<file path="config.mk">
export PLATFORM = sky130hd
export DESIGN_NAME = shift_seq
export DESIGN_NICKNAME = d
export VERILOG_FILES = /design/src/rtl/shift_seq.sv
export SDC_FILE = /design/constraint.sdc
export NUM_CORES = 1
export LEC_CHECK = 0
export CAP_MARGIN = 20
export CORE_UTILIZATION = 46
export DETAILED_ROUTE_END_ITERATION = 6
export GPL_ROUTABILITY_DRIVEN = 0
export PLACE_DENSITY = 0.81
export SLEW_MARGIN = 25
export SYNTH_ARGS = -nofsm -noshare
export SYNTH_HDL_FRONTEND = slang
export SYNTH_SLANG_ARGS = --single-unit
</file>
<file path="constraint.sdc">
create_clock -name clock -period 2.5 [get_ports clock]
set_clock_uncertainty 0.15 [all_clocks]
set_input_delay 0.25 -clock clock [delete_from_list [all_inputs] [get_ports clock]]
set_output_delay 0.25 -clock clock [all_outputs]
set_load 0.01 [all_outputs]
</file>
<file path="src/rtl/shift_seq.sv">
// shift_seq: multi-step sequencer that drives a single-step ALU for x86 shift/rotate group ops.
// Ports:
//   clock, reset        rising-edge clock, asynchronous active-high reset
//   start               request pulse, accepted when not busy (IDLE or DONE)
//   mode, bit16         shift op (0 ROL,1 ROR,2 RCL,3 RCR,4/6 SHL,5 SHR,7 SAR) and operand width
//   op_in, count        operand and raw count (masked by CNT_MASK)
//   flags_in            incoming flags (CF0 PF2 AF4 ZF6 SF7 OF11)
//   alu_code/op1/bit16/flags -> ALU, alu_result <- ALU one-step result
//   busy, done          busy in RUN, done pulses one cycle with result/flags_out valid
//   result, flags_out   final value (upper byte zero in 8-bit mode) and flags
module shift_seq #(
    parameter logic [4:0] CNT_MASK = 5'h1F
) (
    input  logic        clock,
    input  logic        reset,
    input  logic        start,
    input  logic [2:0]  mode,
    input  logic        bit16,
    input  logic [15:0] op_in,
    input  logic [7:0]  count,
    input  logic [11:0] flags_in,
    output logic [3:0]  alu_code,
    output logic [15:0] alu_op1,
    output logic        alu_bit16,
    output logic [11:0] alu_flags,
    input  logic [15:0] alu_result,
    output logic        busy,
    output logic        done,
    output logic [15:0] result,
    output logic [11:0] flags_out
);
    typedef enum logic [1:0] {IDLE, RUN, DONE} state_t;
    state_t      state_q, state_d;
    logic [2:0]  mode_q, mode_d;
    logic        bit16_q, bit16_d;
    logic [11:0] flags_q, flags_d;
    logic        cf_q, cf_d;
    logic [15:0] reg_q, reg_d;
    logic [7:0]  cnt_q, cnt_d;
    logic        omsb_q, omsb_d;
    logic [15:0] result_q, result_d;
    logic [11:0] fout_q, fout_d;
    logic [7:0]  n;
    logic [15:0] in_masked, r_next;
    logic        accept, left, out_bit, msb, msb1, of;
    logic [11:0] fin;
    always_comb begin
        n         = count & {3'b000, CNT_MASK};
        accept    = start && state_q != RUN;
        in_masked = bit16 ? op_in : {8'h00, op_in[7:0]};
        r_next    = bit16_q ? alu_result : {8'h00, alu_result[7:0]};
        // Even modes (ROL/RCL/SHL) move bits toward the msb.
        left      = ~mode_q[0];
        out_bit   = left ? (bit16_q ? reg_q[15] : reg_q[7]) : reg_q[0];
        msb       = bit16_q ? r_next[15] : r_next[7];
        msb1      = bit16_q ? r_next[14] : r_next[6];
        of        = left ? msb ^ out_bit : mode_q == 3'd5 ? omsb_q : mode_q == 3'd7 ? 1'b0 : msb ^ msb1;
        fin       = flags_q;
        fin[0]    = out_bit;
        fin[11]   = of;
        // Only the true shifts (mode[2]) update ZF/SF/PF.
        fin[6]    = mode_q[2] ? ~|r_next : flags_q[6];
        fin[7]    = mode_q[2] ? msb : flags_q[7];
        fin[2]    = mode_q[2] ? ~^r_next[7:0] : flags_q[2];
        state_d   = state_q;
        mode_d    = mode_q;
        bit16_d   = bit16_q;
        flags_d   = flags_q;
        cf_d      = cf_q;
        reg_d     = reg_q;
        cnt_d     = cnt_q;
        omsb_d    = omsb_q;
        result_d  = result_q;
        fout_d    = fout_q;
        if (accept) begin
            mode_d  = mode;
            bit16_d = bit16;
            flags_d = flags_in;
            cf_d    = flags_in[0];
            reg_d   = in_masked;
            cnt_d   = n;
            omsb_d  = bit16 ? op_in[15] : op_in[7];
            state_d = n == 8'd0 ? DONE : RUN;
            if (n == 8'd0) begin
                result_d = in_masked;
                fout_d   = flags_in;
            end
        end else if (state_q == RUN) begin
            reg_d = r_next;
            cnt_d = cnt_q - 8'd1;
            cf_d  = out_bit;
            if (cnt_q == 8'd1) begin
                state_d  = DONE;
                result_d = r_next;
                fout_d   = fin;
            end
        end else if (state_q == DONE) begin
            state_d = IDLE;
        end
    end
    always_ff @(posedge clock or posedge reset) begin
        if (reset) begin
            state_q  <= IDLE;
            mode_q   <= 3'd0;
            bit16_q  <= 1'b0;
            flags_q  <= 12'h000;
            cf_q     <= 1'b0;
            reg_q    <= 16'h0000;
            cnt_q    <= 8'd0;
            omsb_q   <= 1'b0;
            result_q <= 16'h0000;
            fout_q   <= 12'h000;
        end else begin
            state_q  <= state_d;
            mode_q   <= mode_d;
            bit16_q  <= bit16_d;
            flags_q  <= flags_d;
            cf_q     <= cf_d;
            reg_q    <= reg_d;
            cnt_q    <= cnt_d;
            omsb_q   <= omsb_d;
            result_q <= result_d;
            fout_q   <= fout_d;
        end
    end
    assign alu_code  = {1'b1, mode_q};
    assign alu_op1   = reg_q;
    assign alu_bit16 = bit16_q;
    assign alu_flags = {flags_q[11:1], cf_q};
    assign busy      = state_q == RUN;
    assign done      = state_q == DONE;
    assign result    = result_q;
    assign flags_out = fout_q;
endmodule

</file>
Word-level counts from Yosys, hierarchy flattened
Cells that the tools add are included.
{"block": "op_classes", "add_sub_neg": 1, "multipliers": 0, "n_div": 0, "order_cmp": 0, "eq_ne": 8, "shift": 0, "muxes": 32, "n_bitwise": 2, "reduce_logical": 10}
{"operator": "two-way mux 16 bit", "n": 8}
{"operator": "two-way mux 12 bit", "n": 4}
{"operator": "two-way mux 8 bit", "n": 2}
{"operator": "OR reduction 16 bit", "n": 1}
{"operator": "two-way mux 1 bit", "n": 13}
{"operator": "two-way mux 2 bit", "n": 5}
{"operator": "equality test 8 x 1 -> 1 bit (second input constant)", "n": 1}
{"operator": "logical NOT 8 bit", "n": 1}
{"operator": "XNOR reduction 8 bit", "n": 1}
{"operator": "subtractor 8 x 1 -> 8 bit (second input constant)", "n": 1}
{"operator": "equality test 3 bit (second input constant)", "n": 2}
{"operator": "inequality test 2 x 1 -> 1 bit (second input constant)", "n": 2}
{"operator": "nonzero test 2 bit", "n": 2}
{"operator": "inequality test 3 x 1 -> 1 bit (second input constant)", "n": 1}
{"operator": "AND reduction 3 bit", "n": 1}
{"operator": "nonzero test 3 bit", "n": 1}
{"operator": "equality test 2 x 1 -> 1 bit (second input constant)", "n": 1}
{"operator": "equality test 2 bit (second input constant)", "n": 1}
{"operator": "AND reduction 2 bit", "n": 1}
{"operator": "bitwise XOR 1 bit", "n": 2}
{"operator": "logical AND 1 bit", "n": 1}
{"operator": "logical NOT 1 bit", "n": 1}
{"block": "word_totals", "ff_bits": 72, "latchBits": 0, "ramBits": 0, "rom_bits": 0, "input_bits": 59, "output_inout_bits": 63, "word_cells": 63, "n_memories": 0}

Longest topological paths before layout
{"block": "logic_depth", "word_depth": 9, "depth_mapped": 9, "mapped_depth_nobuf": 6}

Worst setup path after synthesis
No wires, ideal clock.
{"block": "synth_path", "path_type": "register -> register", "start": "register state_q[0]", "end": "register fout_q[10], in the netlist flags_out[10]", "setup_time_ps": 125, "arrival_time_ps": 1983, "t_required_ps": 2225, "setup_slack_ps": 242, "path_stages_with_launch": 8, "path_buffers": 2, "period_less_slack_ps": 2258, "path_cell_list": "dfrtp_1 > ha_1 > or4_4 > nor3_4 > or2_1 > buf_6 > buf_12 > mux2_4"}
{"block": "synth_between", "word_cells_on_any_way": 8, "cone_classes": "3 x eq/ne; 1 x mux; 4 x reduce/logical"}
{"item": "from (decl)", "line_no": "33", "source": "state_t state_q, state_d;"}
{"item": "from (signal assigned)", "line_no": "114", "source": "state_q <= state_d;"}
{"item": "equality test 2 x 1 -> 1 bit"}
{"item": "net busy", "line_no": "27", "source": "output logic busy,"}
{"item": "nonzero test 2 bit (no source line)"}
{"item": "AND reduction 3 bit (no source line)"}
{"item": "to (signal assigned)", "line_no": "123", "source": "fout_q <= fout_d;"}
{"item": "to (decl)", "line_no": "42", "source": "logic [11:0] fout_q, fout_d;"}
The timed path passes the listed nets, and every way through them passes these cells.
A chain may end at the register's enable or synchronous reset.

Worst setup path after layout
{"block": "layout_path", "start": "register state_q[0]", "end": "register result_q[6], in the netlist result[6]"}
{"block": "layout_between", "elab_chain_len": 4, "word_cells_on_any_way": 8, "cone_classes": "3 x eq/ne; 1 x mux; 4 x reduce/logical"}
{"item": "inequality test 2 x 1 -> 1 bit", "line_no": "49", "source": "accept = start && state_q != RUN;"}
{"item": "logical AND 1 bit", "line_no": "49"}
{"item": "inequality test 2 x 1 -> 1 bit (no source line) / nonzero test 2 bit (equally long branches)"}
{"item": "AND reduction 3 bit (no source line)"}
{"item": "to (signal assigned)", "line_no": "122", "source": "result_q <= result_d;"}
{"item": "to (decl)", "line_no": "41", "source": "logic [15:0] result_q, result_d;"}
Parallel ways exist; a longest one is shown, timed or not.

==> flow_summary.html <==
<table>
<tr><th>Metric</th><th>Value</th></tr>
<tr><th colspan="2">Synthesis</th></tr>
<tr><td>Adder-cell share of the synthesized area</td><td>2.78%</td></tr>
<tr><td>Mux share of post-synthesis cell area</td><td>14.9%</td></tr>
<tr><td>Xor and xnor fraction of the mapped netlist area</td><td>1.95%</td></tr>
<tr><td>Fraction of the yosys area taken by sequential cells</td><td>49.4%</td></tr>
<tr><td>Number of warnings printed during yosys synthesis</td><td>0</td></tr>
<tr><td>Post-synth EDFFs</td><td>0</td></tr>
<tr><td>Most area-hungry cell type in the Yosys netlist</td><td>sky130_fd_sc_hd__dfrtp_1</td></tr>
<tr><td>Main combinational cell family by area after synthesis</td><td>simple AND/OR/NAND/NOR gates</td></tr>
<tr><td>Synth Area in Simple Gates</td><td>16.0%</td></tr>
<tr><td>Number of flip-flops and latches in the synthesized netlist</td><td>71</td></tr>
<tr><td>Post-synthesis average cell area</td><td>10.1 sq um</td></tr>
<tr><td>Syn nets</td><td>422</td></tr>
<tr><td>Unique masters post-synth</td><td>45</td></tr>
<tr><td>Gate Count Post-Synth</td><td>355</td></tr>
<tr><td>Compound-Gate Fraction of Synth Area</td><td>9.21%</td></tr>
<tr><td>Leading register cell type out of synthesis</td><td>sky130_fd_sc_hd__dfrtp_1</td></tr>
<tr><td>Async set-reset flop share out of synthesis</td><td>100%</td></tr>
<tr><td>Fraction of post-synthesis cell area in the top cell type by area</td><td>49.4%</td></tr>
<tr><td>Top area cells in the synthesized netlist</td><td>sky130_fd_sc_hd__dfrtp_1 49%, sky130_fd_sc_hd__nand2_1 7.7%, sky130_fd_sc_hd__mux2_4 7.1%</td></tr>
<tr><td>Cell area after synthesis</td><td>3600 sq um</td></tr>
<tr><th colspan="2">Cells and area</th></tr>
<tr><td>Antenna diode instance count</td><td>0</td></tr>
<tr><td>Top library cells by usage in the layout, fill and taps aside</td><td>117 x sky130_fd_sc_hd__clkdlybuf4s50_1, 74 x sky130_fd_sc_hd__nand2_1, 71 x sky130_fd_sc_hd__dfrtp_1</td></tr>
<tr><td>Layout area overhead</td><td>40.6%</td></tr>
<tr><td>Commonest non-fill, non-tap cell in the layout</td><td>sky130_fd_sc_hd__clkdlybuf4s50_1</td></tr>
<tr><td>Final core area utilization</td><td>68.3%</td></tr>
<tr><td>Fraction of final layout cells sized beyond drive strength 1</td><td>14.0%</td></tr>
<tr><td>Total number of nets in the final design</td><td>542</td></tr>
<tr><th colspan="2">Route</th></tr>
<tr><td>Number of violations reported at the end of detailed-routing iteration 0</td><td>197</td></tr>
<tr><td>Post-DRT Antenna Nets</td><td>0</td></tr>
<tr><td>Total Routed Length</td><td>9300 um</td></tr>
<tr><td>Router iterations before antenna repair</td><td>4</td></tr>
<tr><td>Post-DR wirelength/cell</td><td>16.1 um</td></tr>
<tr><td>Avg Vias per Cell</td><td>5.29</td></tr>
<tr><td>Number of remaining DRC errors</td><td>0</td></tr>
<tr><td>Vias</td><td>3056</td></tr>
<tr><th colspan="2">Clock network</th></tr>
<tr><td>Clock latency on the worst-skew pair</td><td>0.34 ns</td></tr>
<tr><td>Clock Root Buffer</td><td>sky130_fd_sc_hd__clkbuf_8</td></tr>
<tr><td>Number of hold buffers added after CTS</td><td>0</td></tr>
<tr><td>H-tree levels</td><td>3</td></tr>
<tr><td>Clock tree from TritonCTS</td><td>done</td></tr>
<tr><td>Resized Gates After CTS</td><td>0</td></tr>
<tr><td>TritonCTS sink count</td><td>71</td></tr>
<tr><td>Clock slew seen by the registers of the worst setup and hold paths</td><td>0.07 ns</td></tr>
<tr><td>Setup bufs post-CTS</td><td>0</td></tr>
<tr><td>Maximum root-to-sink buffer count</td><td>2</td></tr>
<tr><td>Number of buffers created by CTS</td><td>9</td></tr>
<tr><th colspan="2">Setup path</th></tr>
<tr><td>Critical path peak fanout</td><td>11</td></tr>
<tr><td>Critical Path Sink Type</td><td>flip-flop</td></tr>
<tr><td>WP data arrival</td><td>2.36 ns</td></tr>
<tr><td>Type of the worst setup path</td><td>reg2reg</td></tr>
<tr><td>Worst path required time</td><td>2.57 ns</td></tr>
<tr><td>Crit path launch type</td><td>flip-flop</td></tr>
<tr><th colspan="2">Power</th></tr>
<tr><td>Comb pwr share</td><td>50.8%</td></tr>
<tr><td>Switching share of power</td><td>37.4%</td></tr>
<tr><td>VDD IR-drop max</td><td>0.569 mV</td></tr>
<tr><td>Ratio of total power to cell area</td><td>1160 nW/um^2</td></tr>
<tr><td>Cell leakage power</td><td>2.34 nW</td></tr>
<tr><td>Sequential fraction of design power</td><td>35.7%</td></tr>
<tr><td>Clock network fraction of total power</td><td>13.5%</td></tr>
<tr><td>Internal power summed over all cells</td><td>0.00367 W</td></tr>
<tr><td>Switching Power</td><td>0.00220 W</td></tr>
<tr><th colspan="2">Timing</th></tr>
<tr><td>Unrepaired setup endpoints after global routing</td><td>no</td></tr>
<tr><td>Shortest period the worst path allows</td><td>2.29 ns</td></tr>
<tr><td>Final period utilization</td><td>91.7%</td></tr>
<tr><td>Final setup violation count</td><td>0</td></tr>
<tr><td>Final max-slew violation count</td><td>0</td></tr>
<tr><td>Highest clock frequency the design can meet</td><td>436 MHz</td></tr>
<tr><td>Final total negative setup slack</td><td>0 ns</td></tr>
<tr><td>Final-report hold violation count</td><td>0</td></tr>
<tr><td>Transition time at the pin with the least slew margin</td><td>0.556 ns</td></tr>
<tr><td>Slew HR</td><td>62.9%</td></tr>
<tr><th colspan="2">Die</th></tr>
<tr><td>Floorplan row count</td><td>31</td></tr>
<tr><td>Effective utilization at floorplan</td><td>48.6%</td></tr>
<tr><td>Floorplan die height</td><td>90.5 um</td></tr>
<tr><td>Area of the core</td><td>7410 sq um</td></tr>
<tr><td>Die W</td><td>90.5 um</td></tr>
<tr><td>Boundary Pins</td><td>122</td></tr>
<tr><td>Die area</td><td>8180 sq um</td></tr>
<tr><th colspan="2">Flow run</th></tr>
<tr><td>Max-cap violations</td><td>0</td></tr>
<tr><th colspan="2">Global routing</th></tr>
<tr><td>Number of global-route vias before repair</td><td>3124</td></tr>
<tr><td>Global routing usage summed across all routing layers</td><td>24.6%</td></tr>
<tr><td>Wire length of the first global-routing pass</td><td>15800 um</td></tr>
<tr><td>Maximum number of pins on one net before global-route repair</td><td>33</td></tr>
<tr><td>Global route overflow</td><td>0</td></tr>
<tr><td>Number of antenna violations at the first check in global routing</td><td>0</td></tr>
<tr><th colspan="2">Min path</th></tr>
<tr><td>Path category of the worst min-delay check</td><td>in2async</td></tr>
<tr><th colspan="2">Outcome</th></tr>
<tr><td>Run status</td><td>finished clean</td></tr>
<tr><th colspan="2">Placed design</th></tr>
<tr><td>Detail Placement HPWL</td><td>6810 um</td></tr>
<tr><td>Number of buffers added on ports</td><td>117</td></tr>
</table>
-- metal layers --
metal | part of all wire [%] | global-route usage, % | wire length (um) | vias up
met5 | 0 | 0 | 0 | -
met4 | 2.9 | 9.81 | 272 | 0
met3 | 5.5 | 6.48 | 514 | 27
met2 | 48 | 38.7 | 4440 | 121
met1 | 44 | 32.3 | 4070 | 1464
li1 | - | - | - | 1444
-- cells by family after synthesis --
family | after synthesis
simple gates | 127
flops | 71
compound gates | 56
mux | 43
buf+inv | 41
fa+ha+maj | 8
xor+xnor | 8
other cells | 1
-- critical path, stage by stage (launching register included) --
cell and delay, ns:
sky130_fd_sc_hd__dfrtp_1 0.42, sky130_fd_sc_hd__ha_1 0.28, sky130_fd_sc_hd__or4_4 0.44, sky130_fd_sc_hd__nor3_4 0.16, sky130_fd_sc_hd__or2_2 0.18, sky130_fd_sc_hd__buf_4 0.23
sky130_fd_sc_hd__mux2_4 0.32
-- power by group through the flow --
stage	registers [W]	logic (W)	clock network [W]
floorplan	0.00220	0.00141	0
global placement	0.00207	0.00289	0
detailed placement	0.00209	0.00299	0
CTS	0.00209	0.00300	0.000807
global route	0.00217	0.00325	0.000872
finish	0.00209	0.00298	0.000791
-- per-stage QoR --
stage	instance area, sq um	hold slack, ns	setup slack, ns	power [W]	instances
after floorplan	3600	0.205	0.242	0.00361	355
after global placement	4900	0.320	0.112	0.00496	563
after detailed placement	4900	0.327	0.100	0.00508	563
after CTS	5060	0.0662	0.201	0.00589	578
after global routing	5060	0.104	0.120	0.00629	578
final	5060	0.0677	0.207	0.00587	578
-- cells in the mapped netlist (all sizes together), types with 3 or more instances --
cell type   n
nor2       10
dfrtp      71
a21oi      10
ha          8
inv        19
xnor2       4
clkbuf     12
nand2      74
o21ai      30
xor2        4
buf        10
mux2i       9
mux2       34
o211a       3
nand3      21
nor3        6
a31oi       3
-- path summary, 6_finish.rpt --
kind / slack (ns) / depth (start not counted) / to / from
max in group asynchronous: 1.47 / 3 / state_q[0]$_DFFE_PP0P_ / reset
max reg2reg: 0.21 / 6 / result[6]$_DFFE_PP0P_ / state_q[0]$_DFFE_PP0P_
min: 0.07 / 2 / alu_op1[10]$_DFFE_PP0P_ / reset
max: 0.21 / 6 / result[6]$_DFFE_PP0P_ / state_q[0]$_DFFE_PP0P_
min in group clock: 0.30 / 3 / mode_q[1]$_DFFE_PP0P_ / mode[1]
min reg2reg: 0.35 / 2 / omsb_q$_DFFE_PP0P_ / omsb_q$_DFFE_PP0P_
-- registers in the layout, indices dropped and copies added, names as in the netlist --
signal     flops
state_q        2
alu_bit16      1
alu_op1       16
cf_q           1
flags_out     12
mode_q         3
cnt_q          8
flags_q       11
omsb_q         1
result        16
-- final cells by class --
cell class	count	area [sq um]
clock buffers	11	141
clock inverters	4	22.5
fillers	557	2350
inverters	19	71.3
multi-input cells	243	1630
flip-flops and latches	71	1780
well taps	99	124
repair buffers	131	1300
Power figures use the tool's default switching activity.
